[src/rtl/ps2_rx.sv]
// PS/2 device-to-host receiver.
// Sync, glitch filter, frame FSM and FWFT byte FIFO.
module ps2_rx #(
  parameter int FILTER_LEN = 8,
  parameter int TIMEOUT    = 4096,
  parameter int FIFO_BITS  = 3
) (
  input  logic       clk_sys,
  input  logic       reset_n,
  input  logic       ps2_clk,
  input  logic       ps2_data,
  input  logic       rd,
  output logic [7:0] dout,
  output logic       empty,
  output logic       full,
  output logic       busy,
  output logic       parity_err,
  output logic       frame_err,
  output logic       timeout_err,
  output logic       overflow
);

  localparam int DEPTH = 1 << FIFO_BITS;
  localparam logic [7:0] FLT_LAST =
    8'(FILTER_LEN - 1);
  localparam logic [15:0] TMO_LAST =
    16'(TIMEOUT - 1);

  typedef enum logic [1:0] {
    IDLE,
    DATA,
    PARITY,
    STOP
  } state_e;

  logic [1:0]          clk_s_q;
  logic [1:0]          dat_s_q;
  logic [FILTER_LEN:0] dly_q;
  logic [7:0]          flt_cnt_q;
  logic                flt_q;
  logic                flt_prev_q;
  logic                fall_q;
  logic                bit_w;

  state_e              state_q;
  logic [2:0]          bcnt_q;
  logic                acc_q;
  logic [7:0]          sh_q;
  logic [15:0]         tmo_q;
  logic                perr_q;
  logic                ferr_q;
  logic                terr_q;
  logic                push_w;

  logic [7:0]          mem_q [DEPTH];
  logic [FIFO_BITS:0]  wptr_q;
  logic [FIFO_BITS:0]  rptr_q;
  logic [FIFO_BITS:0]  wptr_d;
  logic [FIFO_BITS:0]  rptr_d;
  logic                ovf_q;
  logic                pop_w;
  logic                wr_w;

  // Data is delayed so it lines up with the filtered clock.
  assign bit_w = dly_q[FILTER_LEN];

  // Two-stage synchronisers and data delay line.
  always_ff @(posedge clk_sys or negedge reset_n) begin
    if (!reset_n) begin
      clk_s_q <= 2'b11;
      dat_s_q <= 2'b11;
      dly_q   <= '1;
    end else begin
      clk_s_q <= {clk_s_q[0], ps2_clk};
      dat_s_q <= {dat_s_q[0], ps2_data};
      dly_q   <= {dly_q[FILTER_LEN-1:0],
                  dat_s_q[1]};
    end
  end

  // Clock filter and registered falling-edge strobe.
  always_ff @(posedge clk_sys or negedge reset_n) begin
    if (!reset_n) begin
      flt_cnt_q  <= '0;
      flt_q      <= 1'b1;
      flt_prev_q <= 1'b1;
      fall_q     <= 1'b0;
    end else begin
      flt_prev_q <= flt_q;
      fall_q     <= flt_prev_q & ~flt_q;
      if (clk_s_q[1] == flt_q) begin
        flt_cnt_q <= '0;
      end else if (flt_cnt_q == FLT_LAST) begin
        flt_q     <= clk_s_q[1];
        flt_cnt_q <= '0;
      end else begin
        flt_cnt_q <= flt_cnt_q + 8'd1;
      end
    end
  end

  // Good byte leaves the FSM on the stop-bit fall.
  assign push_w = fall_q && (state_q == STOP) &&
                  bit_w && acc_q;

  // Frame FSM with timeout watchdog.
  always_ff @(posedge clk_sys or negedge reset_n) begin
    if (!reset_n) begin
      state_q <= IDLE;
      bcnt_q  <= '0;
      acc_q   <= 1'b0;
      sh_q    <= '0;
      tmo_q   <= '0;
      perr_q  <= 1'b0;
      ferr_q  <= 1'b0;
      terr_q  <= 1'b0;
    end else begin
      perr_q <= 1'b0;
      ferr_q <= 1'b0;
      terr_q <= 1'b0;
      if (fall_q) begin
        tmo_q <= '0;
        unique case (state_q)
          IDLE: begin
            if (!bit_w) begin
              state_q <= DATA;
              bcnt_q  <= '0;
              acc_q   <= 1'b0;
            end
          end
          DATA: begin
            sh_q   <= {bit_w, sh_q[7:1]};
            acc_q  <= acc_q ^ bit_w;
            bcnt_q <= bcnt_q + 3'd1;
            if (bcnt_q == 3'd7) begin
              state_q <= PARITY;
            end
          end
          PARITY: begin
            acc_q   <= acc_q ^ bit_w;
            state_q <= STOP;
          end
          STOP: begin
            ferr_q  <= ~bit_w;
            perr_q  <= bit_w & ~acc_q;
            state_q <= IDLE;
          end
          default: state_q <= IDLE;
        endcase
      end else if (state_q == IDLE) begin
        tmo_q <= '0;
      end else if (tmo_q == TMO_LAST) begin
        terr_q  <= 1'b1;
        state_q <= IDLE;
        tmo_q   <= '0;
      end else begin
        tmo_q <= tmo_q + 16'd1;
      end
    end
  end

  assign empty = (wptr_q == rptr_q);
  assign full  =
    (wptr_q[FIFO_BITS] != rptr_q[FIFO_BITS]) &&
    (wptr_q[FIFO_BITS-1:0] ==
     rptr_q[FIFO_BITS-1:0]);
  assign pop_w  = rd & ~empty;
  // A pop in the same cycle frees the slot.
  assign wr_w   = push_w & (~full | pop_w);
  assign wptr_d = wptr_q + {{FIFO_BITS{1'b0}}, wr_w};
  assign rptr_d = rptr_q + {{FIFO_BITS{1'b0}}, pop_w};

  // FIFO pointers and overflow pulse.
  always_ff @(posedge clk_sys or negedge reset_n) begin
    if (!reset_n) begin
      wptr_q <= '0;
      rptr_q <= '0;
      ovf_q  <= 1'b0;
    end else begin
      wptr_q <= wptr_d;
      rptr_q <= rptr_d;
      ovf_q  <= push_w & full & ~pop_w;
    end
  end

  // FIFO storage; contents need no reset.
  always_ff @(posedge clk_sys) begin
    if (wr_w) begin
      mem_q[wptr_q[FIFO_BITS-1:0]] <= sh_q;
    end
  end

  assign dout        = mem_q[rptr_q[FIFO_BITS-1:0]];
  assign busy        = (state_q != IDLE);
  assign parity_err  = perr_q;
  assign frame_err   = ferr_q;
  assign timeout_err = terr_q;
  assign overflow    = ovf_q;

endmodule
[config.mk]
export PLATFORM = sky130hd
export DESIGN_NAME = ps2_rx
export DESIGN_NICKNAME = d
export VERILOG_FILES = /design/src/rtl/ps2_rx.sv
export SDC_FILE = /design/constraint.sdc
export NUM_CORES = 1
export LEC_CHECK = 0
export CORE_MARGIN = 2
export CORE_UTILIZATION = 30
export CTS_CLUSTER_DIAMETER = 200
export DETAILED_ROUTE_END_ITERATION = 12
export PLACE_DENSITY_LB_ADDON = 0.15
export SETUP_SLACK_MARGIN = 0.02
export SYNTH_ARGS = -nofsm -noshare
export SYNTH_HDL_FRONTEND = slang
export SYNTH_SLANG_ARGS = --single-unit
[constraint.sdc]
create_clock -name clk_sys -period 2.5 [get_ports clk_sys]
set_input_delay 0.375 -clock clk_sys [delete_from_list [all_inputs] [get_ports clk_sys]]
set_output_delay 0.375 -clock clk_sys [all_outputs]
set_load 0.01 [all_outputs]
==> impl_metrics.csv <==
group,metric,value,unit
worst_setup_path,cp_slowest_cell,"dfrtp_2",
routing,viasPerCell,4.600,
pwr,seqPwrFrac,40.8,%
worst_setup_path,crit_chain,"buf_4, buf_12, mux4_2, mux2_2, clkdlybuf4s15_1",
worst_hold_path,hold_end,"dly_q[4]",
synthesis,synth.distinct_cells,42,
synthesis,synth_area,0.005300,mm^2
cts,numCtsBuffers,17,
worst_setup_path,crit_fanout,4,
floorplan,start_util,30.64,%
pwr,power_frac_clock,35.9,%
worst_setup_path,cp.arrival,2020,ps
grt,grt.overflow.total,0,
finish,nNetsFinal,402,
worst_setup_path,slowest_delay,420,ps
worst_setup_path,crit_path_end_kind,"primary output",
synthesis,synth_top_cell_by_area,"edfxtp_1",
pwr,combPwrFrac,23.3,%
worst_hold_path,holdCritStartpoint,"dly_q[3]",
synthesis,synth_enable_flop_cells,64,
floorplan,dieHeight,136.9,um
sta,fmax,417.5,MHz
finish,drive_above_1_share,30.73,%
sta,setup_ws,105.0,ps
outcome,status,"finished, final reports clean",
cts,cts-root-buf,"clkbuf_16",
cts,h-tree-depth,4,
sta,fin_tns_setup,0,ps
routing,wl_per_cell,15.76,um
floorplan,rows,48,
sta,slew_headroom,69.18,%
worst_setup_path,start_kind,"register",
floorplan,die_w,136.9,um
grt,grt_pass1_wl,16060,um
synthesis,ys_seq_area_share,67.78,%
pwr,ir_drop,0.5122,mV
floorplan,pin_count,20,
grt,grt_pass1_vias,2876,
sta,skew,13.00,ps
pwr,swShare,29.58,%
worst_setup_path,crit_family,"multiplexers",
pwr,switching_power,1.987,mW
placed_design,gp_congestion,0.7276,
cts,cts_tree,"built",
grt,antenna_found_initial,0,
sta,tightest_slew,461.2,ps
pwr,cellInternalPower,4.729,mW
routing,vias,2861,
placed_design,portBuffers,19,
worst_setup_path,worst_r2r_path_depth,6,
synthesis,ys_seq_elements,130,
run,max_cap_viol_count,0,
cts,clock_latency,420,ps
synthesis,synthCells,337,
sta,finalHoldViolCount,0,
synthesis,synth_area_leaders,"edfxtp_1 36%, dfrtp_1 24%, dfstp_2 7.4%",
worst_setup_path,worstReg2RegEnd,"mem_q[4][1]",
cts,clk_pin_slew_worst_paths,60,ps
finish,final_cell_area,0.006461,mm^2
worst_setup_path,worstPathRequired,2120,ps
grt,track_usage,11.87,%
routing,drt-total-wl,9800,um
routing,drt_pre_antenna_iters,4,
routing,drtIter0Drc,193,
pwr,power_density,1039,mW/mm^2
worst_setup_path,path_class,"register to primary output",
sta,grt_setup_unrepaired,"yes",
routing,antenna_left,0,
worst_hold_path,whs_path_depth,0,
synthesis,syn_nets,355,
synthesis,synth_area_per_cell,15.73,um^2
cts,clock_path_buffers,2,
grt,grt_max_degree,67,
worst_setup_path,r2r_slack,310,ps
finish,syn2layout_area_growth,21.91,%
worst_setup_path,path_buf_inv,3,
sta,finalCriticalPeriod,2395,ps
sta,finalSetupViolCount,0,
synthesis,synth_ff_type,"edfxtp_1",
sta,drv_slew,0,
cts,numClockSinks,130,
worst_hold_path,hold_class,"register to register",
synthesis,ys_warn_count,0,
placed_design,dpl_cell_area,0.005862,mm^2
finish,diodes,0,
synthesis,synth_top_area_share,36.26,%
placed_design,dp_hpwl,6105,um
worst_setup_path,r2r_start,"wptr_q[0]",
floorplan,fp.dieArea,0.01875,mm^2
floorplan,core_area,0.01730,mm^2
synthesis,synthArstFlopShare,50.77,%
pwr,p_leak,2.553,nW
routing,drc,0,
sta,fin_crit_sh,95.80,%
placed_design,preCtsSetupSlack,154.0,ps
==> cells in the final DEF, fill, tap and decap left out, types with 3 or more instances in the layout <==
| cell type | netlist | final |
|---|---|---|
| xor2_1 | 16 | 16 |
| buf_12 | 0 | 3 |
| nor2_1 | 27 | 27 |
| dfrtp_1 | 51 | 49 |
| nand3b_1 | 3 | 3 |
| and3_1 | 5 | 5 |
| clkdlybuf4s50_1 | 0 | 9 |
| edfxtp_1 | 64 | 64 |
| o21ai_0 | 6 | 6 |
| nand2_1 | 11 | 11 |
| buf_2 | 3 | 6 |
| nor3_1 | 7 | 7 |
| ha_1 | 13 | 13 |
| xnor2_1 | 10 | 10 |
| inv_8 | 0 | 3 |
| inv_6 | 0 | 5 |
| mux2_2 | 17 | 17 |
| inv_1 | 9 | 9 |
| a21oi_1 | 3 | 3 |
| clkbuf_16 | 0 | 17 |
| nand3_1 | 11 | 11 |
| nand4_1 | 8 | 8 |
| dfstp_2 | 15 | 15 |
| nor4b_2 | 0 | 3 |
| nor4_1 | 3 | 3 |
| mux4_2 | 16 | 16 |
| buf_4 | 3 | 18 |
==> per-stage QoR <==
step	hold WS [ps]	std cells	utilization [%]	total power [mW]
2_1_floorplan	79.41	337	-	3.792
3_3_place_gp	346.1	584	33.89	4.362
3_5_place_dp	347.8	584	33.89	4.403
4_1_cts	343.9	623	37.59	6.911
5_1_grt	347.7	622	37.36	7.119
6_report	345.9	622	37.36	6.716
==> area by class of cell <==
class / count / area, um^2
Timing Repair Buffer: 42 / 365.4
Sequential cell: 130 / 3595
Clock buffer: 17 / 425.4
Multi-Input combinational cell: 184 / 1610
Fill cell: 1631 / 10840
Clock inverter: 15 / 150.1
Tap cell: 225 / 281.5
Inverter: 9 / 33.78
==> worst max path at each step <==
stage              start           to  cells past startpoint
2_1_floorplan  rptr_q[1]  mem_q[2][0]                      6
3_3_place_gp   rptr_q[0]      dout[6]                      4
3_5_place_dp   rptr_q[0]      dout[0]                      4
4_1_cts        rptr_q[0]      dout[7]                      5
5_1_grt        rptr_q[1]         full                      3
6_report       rptr_q[0]      dout[7]                      5
==> logic make-up (layout without fill, tap and decap cells) <==
family,Yosys count,count (layout),share of synthesized area (%)
flip-flops,130,130,67.78
AND/OR/NAND/NOR,92,92,9.679
multiplexers,35,35,10.79
XOR/XNOR,26,26,4.296
buffers and inverters,23,83,2.195
AO/OA/AOI/OAI,18,18,2.195
adder cells (fa/ha/maj),13,13,3.069
==> state kept, by name, indices dropped and copies added (netlist names), 3 cells and up <==
signal,flops
sh_q,8
rptr_q,4
mem_q,64
flt_cnt_q,8
bcnt_q,3
wptr_q,4
tmo_q,16
dly_q,9
==> cell usage after synthesis, types with 3 or more instances <==
master	instances
nor4_1	3
xor2_1	16
dfstp_2	15
buf_2	3
dfrtp_1	51
nand3_1	11
ha_1	13
nor4b_1	4
edfxtp_1	64
mux2_2	17
nand3b_1	3
a21oi_1	3
mux4_2	16
clkbuf_1	6
nand2_1	11
nor2_1	27
buf_4	3
inv_1	9
xnor2_1	10
nand4_1	8
nor3_1	7
o21ai_0	6
and3_1	5
==> power by group through the flow <==
stage,combinational (mW),sequential (mW),clock (mW)
final,1.56,2.74,2.41
after detailed placement,1.62,2.79,0
after CTS,1.69,2.74,2.48
after global routing,1.75,2.78,2.59
after global placement,1.58,2.78,0
after floorplan,1.11,2.68,0
==> layer usage <==
metal / global-route usage (%) / up-vias / wire length, um
met3: 3.741 / 10 / 317
met5: 0 / - / 0
met2: 18.83 / 38 / 4938
met4: 5.326 / 0 / 147
li1: - / 1352 / -
met1: 14.88 / 1461 / 4396
==> repair_timing <==
item | 4_1_cts | 5_1_grt
hold buffers | 1 | 0
hold endpoints to repair | 51 | 0
buffers inserted | 5 | 0
endpoints found under the setup margin | 10 | 9
gates cloned | 1 | 0
gates resized for setup | 29 | 4
pin swaps | 1 | 0
Power figures use the tool's default switching activity.
